--- config.mk ---
export PLATFORM = sky130hd
export DESIGN_NAME = hyperbus_wb_bridge
export DESIGN_NICKNAME = d
export VERILOG_FILES = /design/src/rtl/hyperbus_wb_bridge.sv
export SDC_FILE = /design/constraint.sdc
export NUM_CORES = 1
export LEC_CHECK = 0
export ABC_AREA = 1
export CAP_MARGIN = 10
export CORE_ASPECT_RATIO = 1.1
export CORE_MARGIN = 3
export CORE_UTILIZATION = 49
export CTS_BUF_LIST = sky130_fd_sc_hd__clkbuf_8
export DETAILED_ROUTE_END_ITERATION = 16
export PLACE_DENSITY = 0.89
export SKIP_LAST_GASP = 1
export SLEW_MARGIN = 20
export SYNTH_ARGS = -nofsm -noshare
export SYNTH_HDL_FRONTEND = slang
export SYNTH_SLANG_ARGS = --single-unit
--- constraint.sdc ---
create_clock -name clk -period 3.5 [get_ports clk]
set_clock_uncertainty 0.2 [all_clocks]
set_input_delay 0.525 -clock clk [delete_from_list [all_inputs] [get_ports clk]]
set_output_delay 0.525 -clock clk [all_outputs]
set_load 0.005 [all_outputs]
--- src/rtl/hyperbus_wb_bridge.sv ---
// Wishbone B4 classic slave that turns each WB cycle into one rrq/wrq command toward hyperbus_fifo.
// Partial-byte writes become read-modify-write; a response timer guards against a hung Hyperbus side.
module hyperbus_wb_bridge #(
    parameter int ADDR_WIDTH = 32,
    parameter int DATA_WIDTH = 32,
    parameter int TIMEOUT    = 1023
) (
    input  logic                    clk,
    input  logic                    rst_n,
    input  logic [ADDR_WIDTH-1:0]   wb_adr_i,
    input  logic [DATA_WIDTH-1:0]   wb_dat_i,
    output logic [DATA_WIDTH-1:0]   wb_dat_o,
    input  logic [DATA_WIDTH/8-1:0] wb_sel_i,
    input  logic                    wb_we_i,
    input  logic                    wb_cyc_i,
    input  logic                    wb_stb_i,
    output logic                    wb_ack_o,
    output logic                    wb_err_o,
    output logic                    rrq,
    output logic                    wrq,
    output logic [ADDR_WIDTH-1:0]   adr_o,
    output logic [DATA_WIDTH-1:0]   tx_dat_o,
    input  logic                    tx_ready,
    input  logic [DATA_WIDTH-1:0]   rx_dat_i,
    input  logic                    rx_valid
);

    localparam int SW = DATA_WIDTH / 8;
    localparam int TW = (TIMEOUT > 0) ? $clog2(TIMEOUT + 1) : 1;

    typedef enum logic [2:0] {
        S_IDLE,
        S_RD_WAIT,
        S_RMW_RD,
        S_WR_WAIT,
        S_DONE
    } state_t;

    state_t                r_state;
    logic [TW-1:0]         r_timer;
    logic [1:0]            r_stale_rd;
    logic [1:0]            r_stale_wr;
    logic                  r_rrq;
    logic                  r_wrq;
    logic                  r_ack;
    logic                  r_err;
    logic [ADDR_WIDTH-1:0] r_adr;
    logic [DATA_WIDTH-1:0] r_tx_dat;
    logic [DATA_WIDTH-1:0] r_rd_dat;

    logic                  w_req;
    logic                  w_full;
    logic                  w_rx_stale;
    logic                  w_tx_stale;
    logic                  w_rx_resp;
    logic                  w_tx_resp;
    logic                  w_timeout;
    logic                  w_rd_abandon;
    logic                  w_wr_abandon;
    logic [DATA_WIDTH-1:0] w_merge;
    logic                  w_unused;

    // Halfword addressing drops the byte-lane bit.
    assign w_unused   = wb_adr_i[0];

    assign w_req      = wb_cyc_i & wb_stb_i;
    assign w_full     = &wb_sel_i;
    assign w_rx_stale = rx_valid && (r_stale_rd != 2'd0);
    assign w_tx_stale = tx_ready && (r_stale_wr != 2'd0);
    assign w_rx_resp  = rx_valid && (r_stale_rd == 2'd0);
    assign w_tx_resp  = tx_ready && (r_stale_wr == 2'd0);
    assign w_timeout  = (TIMEOUT != 0) && (r_timer == TW'(TIMEOUT));

    // A response still owed by the FIFO is abandoned on timeout or master abort.
    assign w_rd_abandon = ((r_state == S_RD_WAIT) || (r_state == S_RMW_RD)) &&
                          !w_rx_resp && (!wb_cyc_i || w_timeout);
    assign w_wr_abandon = (r_state == S_WR_WAIT) && !w_tx_resp && (!wb_cyc_i || w_timeout);

    always_comb begin
        // NOTE: assign a default before the loop so no path leaves w_merge unassigned (no latch).
        w_merge = '0;
        for (int b = 0; b < SW; b++) begin
            w_merge[8*b +: 8] = wb_sel_i[b] ? wb_dat_i[8*b +: 8] : rx_dat_i[8*b +: 8];
        end
    end

    function automatic logic [1:0] stale_next(input logic [1:0] cnt, input logic inc, input logic dec);
        if (inc && !dec) return (cnt == 2'd3) ? cnt : cnt + 2'd1;
        if (dec && !inc) return cnt - 2'd1;
        return cnt;
    endfunction

    // NOTE: sequential state uses non-blocking assignments so every register samples pre-edge values.
    always_ff @(posedge clk or negedge rst_n) begin
        if (!rst_n) begin
            r_state    <= S_IDLE;
            r_timer    <= '0;
            r_stale_rd <= 2'd0;
            r_stale_wr <= 2'd0;
            r_rrq      <= 1'b0;
            r_wrq      <= 1'b0;
            r_ack      <= 1'b0;
            r_err      <= 1'b0;
            r_adr      <= '0;
            r_tx_dat   <= '0;
            r_rd_dat   <= '0;
        end else begin
            r_rrq      <= 1'b0;
            r_wrq      <= 1'b0;
            r_ack      <= 1'b0;
            r_err      <= 1'b0;
            r_stale_rd <= stale_next(r_stale_rd, w_rd_abandon, w_rx_stale);
            r_stale_wr <= stale_next(r_stale_wr, w_wr_abandon, w_tx_stale);

            case (r_state)
                S_IDLE: begin
                    r_timer <= '0;
                    if (w_req) begin
                        r_adr <= {1'b0, wb_adr_i[ADDR_WIDTH-1:1]};
                        if (!wb_we_i) begin
                            r_rrq   <= 1'b1;
                            r_state <= S_RD_WAIT;
                        end else if (w_full) begin
                            r_wrq    <= 1'b1;
                            r_tx_dat <= wb_dat_i;
                            r_state  <= S_WR_WAIT;
                        end else begin
                            r_rrq   <= 1'b1;
                            r_state <= S_RMW_RD;
                        end
                    end
                end
                S_RD_WAIT: begin
                    if (w_rx_resp) begin
                        if (wb_cyc_i) begin
                            r_rd_dat <= rx_dat_i;
                            r_ack    <= 1'b1;
                        end
                        r_state <= S_DONE;
                    end else if (!wb_cyc_i) begin
                        r_state <= S_DONE;
                    end else if (w_timeout) begin
                        r_err   <= 1'b1;
                        r_state <= S_DONE;
                    end else begin
                        r_timer <= r_timer + TW'(1);
                    end
                end
                S_RMW_RD: begin
                    if (w_rx_resp) begin
                        if (wb_cyc_i) begin
                            r_tx_dat <= w_merge;
                            r_wrq    <= 1'b1;
                            r_timer  <= '0;
                            r_state  <= S_WR_WAIT;
                        end else begin
                            r_state <= S_DONE;
                        end
                    end else if (!wb_cyc_i) begin
                        r_state <= S_DONE;
                    end else if (w_timeout) begin
                        r_err   <= 1'b1;
                        r_state <= S_DONE;
                    end else begin
                        r_timer <= r_timer + TW'(1);
                    end
                end
                S_WR_WAIT: begin
                    if (w_tx_resp) begin
                        r_ack   <= wb_cyc_i;
                        r_state <= S_DONE;
                    end else if (!wb_cyc_i) begin
                        r_state <= S_DONE;
                    end else if (w_timeout) begin
                        r_err   <= 1'b1;
                        r_state <= S_DONE;
                    end else begin
                        r_timer <= r_timer + TW'(1);
                    end
                end
                // One dead cycle lets the master drop stb before a new command can start.
                S_DONE:  r_state <= S_IDLE;
                default: r_state <= S_IDLE;
            endcase
        end
    end

    assign rrq      = r_rrq;
    assign wrq      = r_wrq;
    assign wb_ack_o = r_ack;
    assign wb_err_o = r_err;
    assign adr_o    = r_adr;
    assign tx_dat_o = r_tx_dat;
    assign wb_dat_o = r_rd_dat;

endmodule

==> results of run 1 <==
## power by group through the flow
stage	Clock, uW	Sequential [uW]	Combinational [uW]
finish	1380	2240	2500
global route	1460	2300	2730
CTS	1400	2230	2520
detailed placement	0	2250	2490
global placement	0	2200	2370
floorplan	0	2250	973
## state kept, by name, summed over array words and instances, names as in the netlist, 2 cells and up
register / count
r_stale_rd: 2
r_timer: 10
r_stale_wr: 2
r_state: 3
wb_dat_o: 32
tx_dat_o: 32
adr_o: 31
## synth_stat cells, types with 4 or more instances
master,instances
dfrtp_1,116
a31oi_1,32
inv_1,31
mux2_2,32
nor2_1,60
nand3_1,49
nand4_1,5
nand2_1,186
clkbuf_1,6
a21oi_1,10
buf_2,11
nor3_1,6
ha_1,9
clkinv_1,4
o21ai_0,8
## worst min-delay path, delay by kind of cell (launching register included)
kind	cells	cell delay [ns]
DFF	1	0.35
and+or+nand+nor	2	0.10
## per-layer routing
layer / share of wire / routed length [um] / GRT usage
met5: 0.00061 / 10 / 0
met1: 0.37 / 5988 / 0.3031
met4: 0.022 / 362 / 0.1129
met2: 0.52 / 8422 / 0.4938
met3: 0.092 / 1500 / 0.08928
## worst max-delay path by stage
stage	from	endpoint	slack, ns	cells past startpoint
4_1_cts	r_timer[0]	r_stale_rd[0]	0.87	13
2_1_floorplan	r_timer[0]	r_stale_rd[0]	1.24	14
6_report	r_timer[0]	r_stale_rd[0]	0.83	13
5_1_grt	r_timer[0]	r_stale_rd[0]	0.68	13
3_3_place_gp	wb_cyc_i	wb_dat_o[13]	0.76	5
3_5_place_dp	wb_cyc_i	r_stale_rd[0]	0.68	10
## area by class of cell
| cell class | count | area (um2) |
|---|---|---|
| Fill cell | 735 | 2571 |
| Multi-Input combinational cell | 411 | 2102 |
| Inverter | 38 | 142.6 |
| Timing Repair Buffer | 210 | 2100 |
| Tap cell | 143 | 178.9 |
| Clock buffer | 18 | 247.7 |
| Clock inverter | 14 | 197.7 |
| Sequential cell | 116 | 2903 |
## through the flow
| step | hold slack (ns) | instance area [um2] | power [uW] | worst slack, ns |
|---|---|---|---|---|
| 3_3_place_gp | 0.2532 | 7416 | 4573 | 0.7606 |
| 2_1_floorplan | 0.02941 | 5269 | 3222 | 1.244 |
| 3_5_place_dp | 0.2581 | 7416 | 4740 | 0.6845 |
| 6_report | 0.2741 | 7871 | 6117 | 0.8340 |
| 4_1_cts | 0.2764 | 7871 | 6146 | 0.8651 |
| 5_1_grt | 0.2976 | 7871 | 6486 | 0.6834 |
## kinds of logic after synthesis
family	Yosys count	synth area share
simple gates	314	0.2455
xor+xnor	1	0.001663
buf+inv	60	0.05105
flops	116	0.5509
other cells	1	0.0007117
mux	32	0.06839
compound gates	54	0.06032
fa+ha+maj	9	0.02137
==> impl_results.md, run 1 <==
* R2r setup slk at 0.83 ns
* Pwr Density at 777.1 nW/um2
* DIE WIDTH at 104.9 um
* Yosys warning total at 0
* CTS clk-pin slew, worst paths at 0.07 ns
* Fin. max-slew vios at 0
* Final WL at 16.28 mm
* Critical-path cell list: ha_1 -> nand2_1 -> nor2_2 -> nand3_1 -> nand2_1 -> inv_2 -> a21oi_1 -> inv_1 -> ha_1 -> nand2_1 -> nor2_1 -> o21ai_0 -> o21ai_0
* Area Overhead vs Synth at 49.39%
* Max Fanout on Critical Path at 16
* Critical path's top delay family: simple AND/OR/NAND/NOR gates
* Worst setup EP type: register
* Leakage at 0.003665 uW
* Gate Count Post-Synth at 587
* Pin count of the biggest net entering global routing at 73
* Max incr delay on CP at slightly below 0.4 ns
* Post-route minimum period at 2.666 ns
* Post-DRT Antenna Nets at 0
* Hold Buf Count CTS at 1
* Status: finished, final reports clean
* Via Count at 5060
* WP buf/inv at 2
* Seq pwr share at 0.366
* Setup Buffers After CTS at 0
* IR drop worst, VDD at 0.4011 mV
* Chip Height at 114.8 um
* Final critical-path share of the clock period at 0.7617
* DRT iter0 DRCs at 363
* Reg2Reg Depth at 13
* Worst-margin pin slew at 0.8700 ns
* Placed cell count at 917
* CTS Buf Count at 17
* Pint at 4118 uW
* Slowest CP cell: dfrtp_1
* Final design utilization at 0.7538
* Post-synthesis net count at 703
* Initial Util at 0.5046
* Async SR Flop Fraction at 1.000
* Syn Area/Cell at 8.976 um2
* R2R Path Start: r_timer[0]
* Vias in the first global route at about 5300
* Initial antenna violation count at 1
* HP Class: reg2reg
* Share of cells above drive strength 1 at 0.1016
* Syn Std Cell Area at 5269 um2
* Core box area at about 10000 um2
* CTS Root Buffer Type: clkbuf_8
* DRC at 0
* Crit path top cell by count: nand2_1
* Sequential fraction of the synthesis area at 0.5509
* Setup TNS at 0 ns
* Top FF cell, synth: dfrtp_1
* Yosys reg bits at roughly 120
* WL/cell at 17.14 um
* Synth top area cells: dfrtp_1 55%, nand2_1 13%, mux2_2 6.8%, nand3_1 4.7%, nor2_1 4.3%
* CP Data Required Time at 3.58 ns
* Gr usage total at 0.2751
* Post_cts resized at 0
* HP Start: adr_o[13]
* Comb pwr share at 0.409
* Rows at 39
* GP Congestion at 0.8450
* Final Setup Violations at 0
* Grt ovf at 0
* Switch Pwr at approximately 2000 uW
* Number of synthesized flops with an enable pin at 0
* Clock tree buffer depth at 2
* Clock tree from TritonCTS: done
* Hold Path Stages at 2
* Sw Share at 0.3268
* Synth top area share at 0.5509
* Post-synth top area cell: dfrtp_1
* Most common cell after layout, fill and taps aside: clkdlybuf4s50_1
* CTS Sinks at between 100 and 150
* Nets@finish at 910
* H-tree depth at 4
* CP Class: reg2reg
* Max Clock Freq at 0.3751 GHz
* Slew HR at 0.4194
* Clock Power Share at 0.225
* Detail Placement HPWL at 11.95 mm
* First-pass GRT wire length at 26.12 mm
* Final Hold Viols at 0
* RSZ-0062 raised after global routing: false
* Element type at the critical path start: register
* N_diodes at 0
* Crit path DAT at around 2.8 ns
* First-pass DRT Iterations at 5
* Synth unique cells at 28
* Die area at 12030 um2
* Port bufs at 204
* Max-cap violations at 0
* Via-to-Cell Ratio at 5.326
* Critical R2R Capture: r_stale_rd[0]
* Worst Hold Path EP: adr_o[13]
* Io pins at 207
* Commonest cells after routing, fill and taps aside: 203 x clkdlybuf4s50_1, 185 x nand2_1, 116 x dfrtp_1
* Worst skew pair latency at approximately 0.42 ns
* Post-route insts no fill at 950
Power figures use the tool's default switching activity.
==> run 2: changes to the inputs <==
Settings changed: CORE_UTILIZATION 49 to 41, PLACE_DENSITY 0.89 to 0.79.
Clock period 3.5 ns to 2.3 ns, I/O delays scaled along.
==> run 2 against run 1 <==
- global-route usage decreased by 5.4 points
- utilization decreased by 9.6 points
- fmax increased by 25%
- clock power increased by 52%
- non-clock buffer count increased by 19
- cell area increased by 2.8%
- via count decreased by 0.40%
- wire length decreased by 3.7%
- die area increased by 18%
- first-iteration DRC count increased by 18%
- critical path type unchanged
==> impl_results.md, run 2 (same netlist as run 1, synthesis figures left out) <==
* Element type at the critical path start: register
* Setup WS post-layout at 0.1594 ns (-0.6747 ns)
* Die area at 14250 um2 (+18%)
* Fin. max-slew vios at 0 (unchanged)
* Metal3 WL at 1.555 mm (+3.7%)
* Clock tree from TritonCTS: done
* Leakage at 0.003759 uW (+2.6%)
* GP Congestion at 0.8719 (+3.2%)
* Slowest CP cell: dfrtp_1
* Final Hold Viols at 0 (unchanged)
* Status: finished, final reports clean
* Grt ovf at 0 (unchanged)
* DRC at 0 (unchanged)
* Setup TNS at 0 ns (unchanged)
* Final critical-path share of the clock period at 0.9307 (+0.1690)
* Wire length on met2 at 7.699 mm (-8.6%)
* Vias in the first global route at 5144 (-2.8%)
* Worst setup EP type: register
* Via-to-Cell Ratio at 5.143 (-3.4%)
* First-pass DRT Iterations at 7 (+2)
* CTS Buf Count at 17 (unchanged)
* DRT iter0 DRCs at 430 (+18%)
* IR drop worst, VDD at 0.5657 mV (+41%)
* Area Overhead vs Synth at 53.57%
* Critical path's top delay family: simple AND/OR/NAND/NOR gates
* CP Data Required Time at 2.42 ns (-1.16 ns)
* Pwr Density at 1156 nW/um2 (+49%)
* Nets@finish at 929 (+2.1%)
* Chip Height at 124.9 um (+8.8%)
* Gr usage total at 0.2207 (-0.05447)
* CTS clk-pin slew, worst paths at 0.08 ns (about the same)
* Final WL at 15.68 mm (-3.7%)
* Detail Placement HPWL at 11.61 mm (-2.9%)
* Critical-path cell list: ha_2 -> nand2_1 -> nor2_2 -> nand3_2 -> nand2_2 -> inv_2 -> nor2_2 -> inv_1 -> ha_1 -> nand2_1 -> nor2_1 -> o21ai_0 -> o21ai_0
* Max Fanout on Critical Path at 5 (-11)
* WP buf/inv at 2 (unchanged)
* DIE WIDTH at 114.1 um (+8.8%)
* Max Clock Freq at 0.4672 GHz (+25%)
* Via Count at 5040 (-0.40%)
* Total power at 9356 uW (+53%)
* Initial Util at 0.4285 (-0.07608)
* Post-DRT Antenna Nets at 0 (unchanged)
* Rows at 42 (+7.7%)
* Port bufs at 204 (unchanged)
* CP Class: reg2reg
* Post-route insts no fill at 980 (+3.2%)
* Most common cell after layout, fill and taps aside: clkdlybuf4s50_1
* H-tree depth at 4 (unchanged)
* First-pass GRT wire length at 24.96 mm (-4.5%)
* N_diodes at 0 (unchanged)
* Placed cell count at 945 (+3.1%)
* Post-route minimum period at 2.141 ns (-0.5253 ns)
* Share of cells above drive strength 1 at 0.1320 (+0.03035)
* Top Metal Used: met4
* CTS Sinks at 116 (unchanged)
* Pre-CTS WS at 0.09038 ns (-0.5941 ns)
* Commonest cells after routing, fill and taps aside: 203 x clkdlybuf4s50_1, 183 x nand2_1, 116 x dfrtp_1
* HP Class: in2async
* Clock tree buffer depth at 2 (unchanged)
* Max incr delay on CP at 0.39 ns (about the same)
* Core box area at 12300 um2 (+18%)
* CTS Root Buffer Type: clkbuf_8
* Initial antenna violation count at 0 (-1)
* M1 wire length at 5.874 mm (-1.9%)
* Io pins at 207 (unchanged)
* Final Setup Violations at 0 (unchanged)
* Worst skew pair latency at 0.43 ns (about the same)
* Max-cap violations at 0 (unchanged)
* WL/cell at 16.00 um (-6.7%)
* Pin count of the biggest net entering global routing at 67 (-8.2%)
* Crit path DAT at 2.26 ns (-0.49 ns)
## run 2: path summary, 6_finish.rpt
kind	from	endpoint	slack, ns	cells past startpoint
worst max-delay path	r_timer[0]	r_stale_wr[0]	0.16	13
worst min-delay path	rst_n	tx_dat_o[27]	0.18	2
worst max register to register	r_timer[0]	r_stale_wr[0]	0.16	13
worst min register to register	adr_o[0]	adr_o[0]	0.27	2
max in group asynchronous	rst_n	wb_dat_o[6]	1.04	3
min in group clk	wb_adr_i[28]	adr_o[27]	0.24	3
## run 2: area by class of cell
class	instances	area [um2]
flip-flops and latches	116	2903
multi-input cells	411	2126
repair buffers	229	2280
inverters	38	142.6
fillers	959	4205
clock inverters	14	200.2
well taps	154	192.7
clock buffers	18	247.7
## run 2: timing repair
action | in CTS | in global routing
gates resized for setup | 0 | 10
buffers inserted | 0 | 2
endpoints found under the setup margin | 0 | 4
hold endpoints to repair | 25 | 0
hold buffers | 1 | 0
## run 2: report_power, final
group          switching, uW  internal (uW)
registers                491           2890
logic                   1640           2230
clock network            879           1220
total                   3010           6350
## run 2: through the flow
step	cell area, um2	util	hold slack, ns
after global placement	7595	0.6176	0.08524
after detailed placement	7595	0.6176	0.08554
after CTS	8053	0.6549	0.1661
after floorplan	5269	-	-0.1506
final	8092	0.6580	0.1764
after global routing	8092	0.6580	0.1693
## run 2: metal layers
metal  track usage  vias to the layer above
li1              -                     2371
met1        0.2498                     2359
met2        0.3725                      268
met3       0.07094                       42
met4        0.1048                        0
met5             0                        -
==> patch 1, RTL diff (config.mk and constraints of run 2) <==
Re-encode `state_t` (5 states) as one-hot, 5 bits wide.
--- a/src/rtl/hyperbus_wb_bridge.sv
+++ b/src/rtl/hyperbus_wb_bridge.sv
@@ -28,12 +28,12 @@
     localparam int SW = DATA_WIDTH / 8;
     localparam int TW = (TIMEOUT > 0) ? $clog2(TIMEOUT + 1) : 1;
 
-    typedef enum logic [2:0] {
-        S_IDLE,
-        S_RD_WAIT,
-        S_RMW_RD,
-        S_WR_WAIT,
-        S_DONE
+    typedef enum logic [4:0] {
+        S_IDLE    = 5'b00001,
+        S_RD_WAIT = 5'b00010,
+        S_RMW_RD  = 5'b00100,
+        S_WR_WAIT = 5'b01000,
+        S_DONE    = 5'b10000
     } state_t;
 
     state_t                r_state;
Check against the original RTL: same outputs for any inputs over 4 cycles, from zero or initial values and one cycle with rst_n low; so few cycles prove little.
==> patch 1 against run 2 <==
Setup slack lost 0.011 ns; largest power group unchanged; area after synthesis grew 4.5%; synthesized cell count grew 16%; combinational power shrank 11%; sequential cell count grew 2; design area grew 3.1%; critical path depth is the same; power shrank 7.0%; wire length shrank 3.5%; final cell count grew 9.9%.
==> patch 1: results (changes against run 2) <==
stage;metric;value;unit;change
placed_design;instance area after placement;7860;sq um;was 7590 sq um
yosys;net count after synthesis;794;;was 703
global_routing;total track usage;0.208;;was 0.221
yosys;XOR/XNOR share of the synthesized area;0.00477;;was 0.00166
critical_path;startpoint of the most critical register-to-register path;r_timer[1]$_DFFE_PN0P_;;was r_timer[0]$_DFFE_PN0P_
global_routing;global-route wire length before repair;24500;um;was 25000 um
detailed_routing;met2 routed wirelength;7560;um;was 7700 um
timing;worst hold slack across all endpoints;0.233;ns;was 0.176 ns
outcome;result of the run;complete, no violations;;unchanged
placed_design;HPWL after detailed placement;11300;um;was 11600 um
global_routing;met3 usage in global routing;0.0602;;was 0.0709
global_routing;global routing usage on met2;0.362;;was 0.373
pwr;Leakage Power;0.00414;uW;was 0.00376 uW
detailed_routing;Starting DRT DRC Count;339;;was 430
placed_design;Post-Place Setup Slack;-0.242;ns;was 0.0904 ns
pwr;worst IR drop on VDD;726;uV;was 566 uV
detailed_routing;met3 WL;1060;um;was 1560 um
yosys;Syn Inst Count;678;;was 587
timing;share of the clock period used by the worst path;0.935;;was 0.931
final_layout;fraction of final layout cells sized beyond drive strength 1;0.0902;;was 0.132
yosys;mux cell area share after synthesis;0;;was 0.0684
final_layout;Layout Nets;1023;;was 929
cts;Resize count post-CTS;1;;was 0
global_routing;vias in the first global route;5145;;was 5144
yosys;fraction of the yosys area taken by sequential cells;0.537;;was 0.551
critical_path;maximum fanout along the worst path;4;;was 5
==> patch 1: cell count changes after synthesis, moves of 4 or more <==
cell,before,now
nand2_1,186,279
inv_1,31,71
o211ai_1,1,34
o21ai_0,8,41
mux2_2,32,0
a31oi_1,32,1
nand3_1,49,26
nor2_1,60,37
clkbuf_1,6,14
buf_2,11,4
buf_4,2,9
a21oi_1,10,5
clkinv_1,4,0
==> patch 1: power by group <==
group | total (uW) | leakage (uW) | switching [uW] | internal [uW]
clock | 2020 | 0.000215 | 922 | 1100
sequential | 3220 | 0.00156 | 401 | 2820
combinational | 3450 | 0.00236 | 1580 | 1870
==> patch 1: layout make-up <==
| cell class | instances | area, sq um |
|---|---|---|
| flip-flops and latches | 118 | 2950 |
| repair buffers | 237 | 2330 |
| well taps | 157 | 196 |
| fillers | 1082 | 4520 |
| clock inverters | 15 | 195 |
| inverters | 74 | 278 |
| multi-input cells | 459 | 2160 |
| clock buffers | 17 | 234 |
==> patch 2, RTL diff (config.mk and constraints of run 2) <==
Made on the original files. Change the parameter `TIMEOUT` from 1023 to 2046.
--- a/src/rtl/hyperbus_wb_bridge.sv
+++ b/src/rtl/hyperbus_wb_bridge.sv
@@ -3,7 +3,7 @@
 module hyperbus_wb_bridge #(
     parameter int ADDR_WIDTH = 32,
     parameter int DATA_WIDTH = 32,
-    parameter int TIMEOUT    = 1023
+    parameter int TIMEOUT    = 2046
 ) (
     input  logic                    clk,
     input  logic                    rst_n,
Check against the original RTL: no difference found for any inputs over 4 cycles, from zero or initial values and one cycle with rst_n low; that may be too few to reach the edited logic, so the function may still have changed.
==> patch 2 against run 2 <==
Area after synthesis is 3.9% higher; count of clock-buffer cells in the layout is 1 lower; final cell count is 7.0% higher; via count is 0.30% higher; design area is 0.43% higher; die area is 3.7% higher; setup slack worse by 0.018 ns; maximum frequency is 0.82% lower; wire length is 3.1% lower; first-iteration DRC count is 15% lower; non-clock buffer count is 9 lower; power is 10% lower; sequential cell count is 1 higher.
==> patch 2: results (changes against run 2) <==
stage;metric;value;unit;change
outcome;result of the run;complete, no violations;;unchanged
final_layout;comb_multi_in;451;;was 411
placed_design;weighted congestion reported at the end of routability-driven placement;0.852;;was 0.872
detailed_routing;routed via count divided by cell count;4.82;;was 5.14
placed_design;Post-Place Setup Slack;-0.00392;ns;was 0.0904 ns
final_layout;area fraction of clock buffers and clock inverters;0.0460;;was 0.0554
cts;post-cts hold buffer count;1;;unchanged
global_routing;vias in the first global route;4812;;was 5144
detailed_routing;total iterations of the first detailed-routing run;5;;was 7
detailed_routing;met3 WL;907;um;was 1560 um
yosys;net count after synthesis;787;;was 703
global_routing;global-route wire length before repair;24200;um;was 25000 um
pwr;proportion of power drawn by combinational gates;0.406;;was 0.414
placed_design;HPWL after detailed placement;11400;um;was 11600 um
detailed_routing;Starting DRT DRC Count;365;;was 430
yosys;cell types occupying the most area after synthesis;dfrtp_1 53%, nand2_1 19%, inv_1 4.8%;;was dfrtp_1 55%, nand2_1 13%, mux2_2 6.8%
detailed_routing;via total after detailed routing;5055;;was 5040
final_layout;Layout non-clock buf frac;0.274;;was 0.282
detailed_routing;Total Wirelength;15200;um;was 15700 um
floorplanning;core area;12900;sq um;was 12300 sq um
yosys;most frequent cells after synthesis;280 x nand2_1, 117 x dfrtp_1, 70 x inv_1;;was 186 x nand2_1, 116 x dfrtp_1, 60 x nor2_1
final_layout;fraction of final layout cells sized beyond drive strength 1;0.0717;;was 0.132
detailed_routing;wire length on met1;6200;um;was 5870 um
global_routing;met1 layer usage reported by global route;0.256;;was 0.250
critical_path;maximum fanout along the worst path;4;;was 5
global_routing;total track usage;0.209;;was 0.221
final_layout;sequential cell area in the final layout;2930;sq um;was 2900 sq um
placed_design;placed cells;1018;;was 945
global_routing;maximum number of pins on one net before global-route repair;40;;was 67
yosys;Synth Area in Adders;0.0229;;was 0.0214
yosys;mux cell area share after synthesis;0;;was 0.0684
placed_design;instance area after placement;7730;sq um;was 7590 sq um
final_layout;sequential cell area share;0.360;;was 0.359
yosys;library cells used by synthesis;29;;was 28
global_routing;met3 usage in global routing;0.0497;;was 0.0709
pwr;Switching Power;2770;uW;was 3010 uW
pwr;switching fraction of total power;0.329;;was 0.322
global_routing;global routing usage on met2;0.349;;was 0.373
final_layout;number of ordinary and repair buffers in the finished layout;220;;was 229
hold_path;worst min-delay path class;input pin to async pin;;unchanged
yosys;complex-gate fraction of the synthesized area;0.0946;;was 0.0603
final_layout;fill cell count;1057;;was 959
final_layout;number of non-clock inverters;75;;was 38
yosys;XOR/XNOR share of the synthesized area;0.00160;;was 0.00166
detailed_routing;met2 routed wirelength;7570;um;was 7700 um
yosys;fraction of the yosys area taken by sequential cells;0.535;;was 0.551
yosys;Syn Inst Count;670;;was 587
pwr;Clock net power;1830;uW;was 2100 uW
pwr;worst IR drop on VDD;488;uV;was 566 uV
pwr;Leakage Power;0.00394;uW;was 0.00376 uW
cts;clock sink total;117;;was 116
final_layout;area of the multi-input gates;2120;sq um;was 2130 sq um
cts;number of buffers inserted to repair setup after CTS;0;;unchanged
critical_path;data arrival time of the worst path;2.26;ns;about the same
[patch 2: changes by cell type after synthesis, moves of 4 or more]
cell,run 2,this run
nor2_4,2,7
inv_1,31,70
mux2_2,32,0
nor2_1,60,27
o21ai_1,1,32
a31oi_1,32,0
nand3_1,49,20
o211ai_1,1,35
clkinv_1,4,0
buf_4,2,6
nand2_1,186,280
[patch 2: worst paths after layout]
kind                                         from                         to  slack, ns  depth (start not counted)
min in group clk                     wb_adr_i[18]      adr_o[17]$_DFFE_PN0P_       0.25                          3
hold reg to reg             adr_o[16]$_DFFE_PN0P_      adr_o[16]$_DFFE_PN0P_       0.27                          2
setup reg to reg           r_timer[1]$_DFFE_PN0P_  r_stale_wr[0]$_DFFE_PN0P_       0.14                         13
setup / recovery           r_timer[1]$_DFFE_PN0P_  r_stale_wr[0]$_DFFE_PN0P_       0.14                         13
max in group asynchronous                   rst_n    wb_dat_o[4]$_DFFE_PN0P_       1.09                          3
hold / removal                              rst_n   wb_dat_o[25]$_DFFE_PN0P_       0.21                          2
